$ cat config.mk
export PLATFORM = sky130hd
export DESIGN_NAME = uart_transmitter
export DESIGN_NICKNAME = d
export VERILOG_FILES = /design/src/rtl/uart_transmitter.sv
export SDC_FILE = /design/constraint.sdc
export NUM_CORES = 1
export LEC_CHECK = 0
export ABC_AREA = 1
export CAP_MARGIN = 20
export CORE_UTILIZATION = 40
export CTS_CLUSTER_SIZE = 25
export DETAILED_ROUTE_END_ITERATION = 7
export GPL_TIMING_DRIVEN = 0
export SYNTH_ARGS = -nofsm -noshare
export SYNTH_HDL_FRONTEND = slang
export SYNTH_SLANG_ARGS = --single-unit
$ cat constraint.sdc
create_clock -name clk -period 2.1 [get_ports clk]
set_input_delay 0.42 -clock clk [delete_from_list [all_inputs] [get_ports clk]]
set_output_delay 0.42 -clock clk [all_outputs]
set_load 0.01 [all_outputs]
$ cat src/rtl/uart_transmitter.sv
// UART transmit path: one-byte holding buffer feeding an LSB-first shift register,
// with bit timing taken from a shared free-running 16-phase baud counter.
module uart_transmitter #(
  parameter int STOP_BITS = 1
) (
  input  logic       clk,
  input  logic       clr,
  input  logic [3:0] cnt,
  input  logic       wrn,
  input  logic [7:0] d_in,
  output logic       txd,
  output logic       t_empty,
  output logic       busy,
  output logic       overrun
);
  // state | meaning
  // IDLE  | line high, waiting for a byte in the holding buffer
  // START | start bit (0) on txd
  // DATA  | data bits d[0]..d[7] on txd, LSB first
  // STOP  | STOP_BITS stop bits (1) on txd
  typedef enum logic [1:0] {IDLE, START, DATA, STOP} state_t;

  localparam logic LAST_STOP = 1'(STOP_BITS - 1);

  state_t     state;
  logic [7:0] hold_q;
  logic [7:0] shift_q;
  logic [2:0] bit_idx;
  logic       stop_idx;
  logic       bit_end;
  logic       wr;
  logic       load;

  assign bit_end = (cnt == 4'd15);
  assign wr      = ~wrn;

  // A new frame starts from IDLE or straight out of the last stop bit, so
  // back-to-back bytes leave no idle gap. Decided on the pre-edge t_empty.
  assign load = bit_end && !t_empty &&
                ((state == IDLE) || ((state == STOP) && (stop_idx == LAST_STOP)));

  always_ff @(posedge clk or posedge clr) begin
    if (clr) begin
      state    <= IDLE;
      hold_q   <= 8'h00;
      shift_q  <= 8'h00;
      bit_idx  <= 3'd0;
      stop_idx <= 1'b0;
      txd      <= 1'b1;
      t_empty  <= 1'b1;
      busy     <= 1'b0;
      overrun  <= 1'b0;
    end else begin
      if (wr) begin
        if (t_empty) begin
          hold_q  <= d_in;
          t_empty <= 1'b0;
        end else begin
          overrun <= 1'b1;
        end
      end

      if (load) begin
        shift_q <= hold_q;
        t_empty <= 1'b1;
        txd     <= 1'b0;
        busy    <= 1'b1;
        state   <= START;
      end else if (bit_end) begin
        case (state)
          IDLE: begin
            txd <= 1'b1;
          end
          START: begin
            txd     <= shift_q[0];
            shift_q <= {1'b0, shift_q[7:1]};
            bit_idx <= 3'd0;
            state   <= DATA;
          end
          DATA: begin
            if (bit_idx != 3'd7) begin
              txd     <= shift_q[0];
              shift_q <= {1'b0, shift_q[7:1]};
              bit_idx <= bit_idx + 3'd1;
            end else begin
              txd      <= 1'b1;
              stop_idx <= 1'b0;
              state    <= STOP;
            end
          end
          STOP: begin
            if (stop_idx != LAST_STOP) begin
              stop_idx <= stop_idx + 1'b1;
            end else begin
              txd   <= 1'b1;
              busy  <= 1'b0;
              state <= IDLE;
            end
          end
          default: begin
            txd   <= 1'b1;
            busy  <= 1'b0;
            state <= IDLE;
          end
        endcase
      end
    end
  end
endmodule

Word-level counts from Yosys, hierarchy flattened --
Index checks and enable logic that the tools add are counted.
Operators by class: $add $sub $neg 2, equality and inequality tests 12, reductions and logical operators 20, mux-type cells 25, bitwise gates (word level) 4
Operator list (number):
- two-way mux 8 bit | 3
- case mux 8 bit (2 select lines) | 1
- two-way mux 1 bit | 12
- != test 3 bit, second input constant | 4
- AND reduction 4 bit | 3
- two-way mux 2 bit | 4
- nonzero test 2 bit | 4
- case mux 2 bit (3 select lines) | 1
- case mux 3 bit (2 select lines) | 1
- AND reduction 2 bit | 3
- AND reduction 3 bit | 2
- == test 2 bit, second input constant | 2
- == test 4 bit, second input constant | 1
- != test 2 x 1 -> 1 bit, second input constant | 2
- != test 2 bit, second input constant | 2
- inverter 1 bit | 4
- case mux 1 bit (4 select lines) | 1
- nonzero test 4 bit | 1
- adder 3 x 1 -> 3 bit, second input constant | 1
- logical AND 1 bit | 3
- two-way mux 3 bit | 1
- nonzero test 3 bit | 1
- == test 2 x 1 -> 1 bit, second input constant | 1
- logical NOT 2 bit | 1
- other kinds (4) | 4
Storage, ports and cells: logic and storage cells 72, bits of input ports 15, register bits after elaboration 26, output and inout port bits 4

Depth between registers and ports, before layout --
depth in word-level cells 6, mapped depth 10, mapped depth without buffers 9

Worst setup path before layout --
Ideal clock, no wire load.
path kind register to register, start register state[0], end register shift_q[0], data required time 1.984 ns, library setup time 0.116 ns, data arrival time 1.307 ns, period minus slack after synthesis 1.424 ns, cell stages (with the launch flop) 11, slack 0.676 ns, buffers on the path 1, cells stage by stage dfrtp_1 inv_1 ha_1 nand2_2 inv_2 nand2_4 buf_6 nand2_1 nand2_1 nand2_1 nand2_1
On the way: word-level cells in the longest chain between the ends 6, elaborated cells between the ends (all ways) 14, classes of those cells eq/ne: 4; mux: 3; reduce/logical: 7
Ends and longest elaborated chain:
- start, declared | RTL line 25 | state_t state;
- start signal, assigned | RTL line 44 | state <= IDLE;
- start signal, assigned | RTL line 68 | state <= START;
- start signal, assigned | RTL line 78 | state <= DATA;
- == test 2 bit | RTL line 40 | ((state == IDLE) || ((state == STOP) && (stop_idx == LAST_STOP)));
- logical AND 1 bit | RTL line 40
- logical OR 1 bit | RTL line 40
- logical AND 1 bit | RTL line 39 | assign load = bit_end && !t_empty &&
- != test 3 bit (no source line) (tied with other cells)
- AND reduction 3 bit (no source line)
- end signal, assigned | RTL line 64 | shift_q <= hold_q;
- end signal, assigned | RTL line 76 | shift_q <= {1'b0, shift_q[7:1]};
- end signal, assigned | RTL line 83 | shift_q <= {1'b0, shift_q[7:1]};
- end, declared | RTL line 27 | logic [7:0] shift_q;
Parallel ways exist; a longest one is shown, timed or not. The select of a mux whose other input is x is not followed. A chain may end at the register's enable or synchronous reset.

Final worst setup path --
start register t_empty, end output port t_empty
RTL lines:
- start, declared | RTL line 12 | output logic t_empty,
- start signal, assigned | RTL line 50 | t_empty <= 1'b1;
- start signal, assigned | RTL line 57 | t_empty <= 1'b0;
- start signal, assigned | RTL line 65 | t_empty <= 1'b1;
No word-level cell between the ends.

==> flow_summary.json <==
{
  "peakVddDrop_mv": 0.5067,
  "hold_end": "txd",
  "ant_nets": 0,
  "max-clock-path-buffers": 2,
  "max_stage_delay_ns": 0.58,
  "globalRouteOverflowTotal": 0,
  "die_width_um": 58.57,
  "portBuffers": 18,
  "slew_headroom_pct": 37.38,
  "hold_viol": 0,
  "clock-root-buffer": "clkbuf_4",
  "htreeDepth": 1,
  "post-place-cells": 203,
  "cp_top_family": "flip-flops",
  "mostFrequentLayoutCells": "nand2_1 (47), dfrtp_1 (23), nand3_1 (20)",
  "synthCells": 141,
  "fin_crit_sh_pct": 87.57,
  "grt_pass1_vias": 924,
  "cp_num_buf_inv": 1,
  "p_per_area_nw_per_um2": 944.3,
  "ios": 19,
  "synth_nets": 162,
  "slew_viol_final": 0,
  "ys_seq_area_share_pct": 49.07,
  "drc": 0,
  "setup_viol": 0,
  "r2r-start": "state[0]",
  "reg2regPathDepth": 10,
  "place.gp.congestion": 0.7624,
  "vias": 971,
  "tightestPinTransition_ns": 0.9383,
  "p_sw_mw": 0.4892,
  "endpoint_kind": "output port",
  "seq_power_share_pct": 51.5,
  "hold_buffers": 0,
  "chipHeight_um": 58.57,
  "drive_gt1_share_pct": 17.18,
  "p_leak_nw": 0.7782,
  "cp_slowest_cell": "dfstp_2",
  "clock_latency_ns": 0.31,
  "vias_per_cell": 4.691,
  "antenna_found_initial": 0,
  "p_int_mw": 0.9664,
  "drtIter0Drc": 16,
  "nets": 185,
  "cap_violations": 0,
  "avgSynthCellArea_um2": 9.078,
  "path_cells": "clkdlybuf4s50_1",
  "fin_cells": 207,
  "cts_resized": 0,
  "cts_tree": "done",
  "routed_wl_mm": 2.289,
  "required_ns": 1.68,
  "clk_pin_slew_ns": 0.13,
  "status": "finished, final reports clean",
  "dr.pass1.iters": 3,
  "cts_sinks": 25,
  "grt_pass1_wl_mm": 3.960,
  "layout_commonest_cell": "nand2_1",
  "holdCritPathClass": "flip-flop to flip-flop",
  "r2r-end": "shift_q[1]",
  "synth_area_um2": 1280,
  "area_delta_synth_final_pct": 20.43,
  "whs_path_depth": 2,
  "fin_tns_setup_ns": 0,
  "post-cts-setup-buffers": 0,
  "cts_buffers": 3,
  "core_area_um2": 3053,
  "ys_ff_latch": 25,
  "swShare_pct": 33.61,
  "worst_setup_path_start_kind": "flip-flop",
  "grt_max_degree": 26,
  "start_util_pct": 41.93,
  "grt_use_total_pct": 15.25,
  "wl_per_cell_um": 11.06,
  "grt_setup_unrepaired": "no",
  "worstPathArrival_ns": 1.42,
  "fmax_mhz": 543.8,
  "min_from": "txd",
  "ys_warn_count": 0,
  "cp_max_fo": 4,
  "fin_crit_ns": 1.839,
  "hold_ws_ns": 0.4860,
  "skew_ns": 0.002119,
  "combPwrFrac_pct": 34.1,
  "dieArea_um2": 3430,
  "num_rows": 20,
  "p_clk_share_pct": 14.4,
  "num_antenna_cells": 0,
  "ys_types": 19,
  "crit_type": "flip-flop to output port",
  "reg2reg_slack_ns": 0.46,
  "dpl.hpwl_mm": 1.699
}
-- cells by family after synthesis --
family | count (synthesis) | share of synthesized area, %
AOI/OAI and AO/OA | 8 | 3.323
adders and majority gates | 6 | 5.865
buffers and inverters | 17 | 6.744
DFF | 25 | 49.07
muxes | 8 | 7.038
and+or+nand+nor | 77 | 27.96
-- final cells by class --
type,instances,area (µm²)
fill,307,1511
tap,44,55.05
buffer,4,37.54
clock buffer,4,26.28
inverter,13,48.80
sequential,25,628.1
multi-input combinational,99,565.5
timing repair buffer,18,180.2
-- cells in the mapped netlist --
cell type	count	share of area (%)
nand2_4	2	1.8
mux2_2	8	7.0
dfrtp_1	23	45
ha_1	6	5.9
buf_6	2	1.8
nor2_1	2	0.59
nand3_1	20	7.8
o21bai_1	1	0.59
o21ai_0	2	0.78
nor2_8	1	1.6
buf_4	2	1.2
nand4_1	1	0.49
dfstp_2	2	4.1
inv_2	4	1.2
nor2_2	1	0.49
nand2_2	3	1.5
inv_1	9	2.6
nand2_1	47	14
o21ai_1	5	2.0
-- power by group through the flow --
stage / clock [mW] / combinational [mW] / sequential (mW)
finish: 0.210 / 0.496 / 0.750
global route: 0.240 / 0.570 / 0.778
CTS: 0.226 / 0.504 / 0.751
detailed placement: 0 / 0.503 / 0.763
global placement: 0 / 0.491 / 0.755
floorplan: 0 / 0.377 / 0.743
-- worst max path at each step --
stage	from	endpoint	depth (start not counted)
after detailed placement	wrn	hold_q[0]	4
after global routing	t_empty	t_empty	1
final	t_empty	t_empty	1
after CTS	t_empty	t_empty	1
after global placement	wrn	hold_q[1]	4
after floorplan	state[0]	shift_q[0]	10
-- through the flow --
stage	area [µm²]	total power, mW	worst slack (ns)	utilization [%]
4_1_cts	1541	1.481	0.2353	50.49
3_3_place_gp	1515	1.246	0.3708	49.63
6_report	1541	1.456	0.2611	50.49
2_1_floorplan	1280	1.120	0.6763	-
5_1_grt	1541	1.588	0.2078	50.49
3_5_place_dp	1515	1.265	0.3455	49.63
-- layer usage --
layer  vias to the layer above  share of wire, %  GRT usage [%]
li1                        495                 -              -
met1                       452                48          20.14
met2                        20                47          24.63
met3                         4               4.2          2.198
met4                         0               1.1          7.483
met5                         -                 0              0
-- sequential cells by signal, indices dropped and copies added, names as in the netlist --
register,count
busy,1
overrun,1
hold_q,8
shift_q,8
state,2
t_empty,1
bit_idx,3
txd,1
No activity file was read; power rests on OpenSTA's default activity.
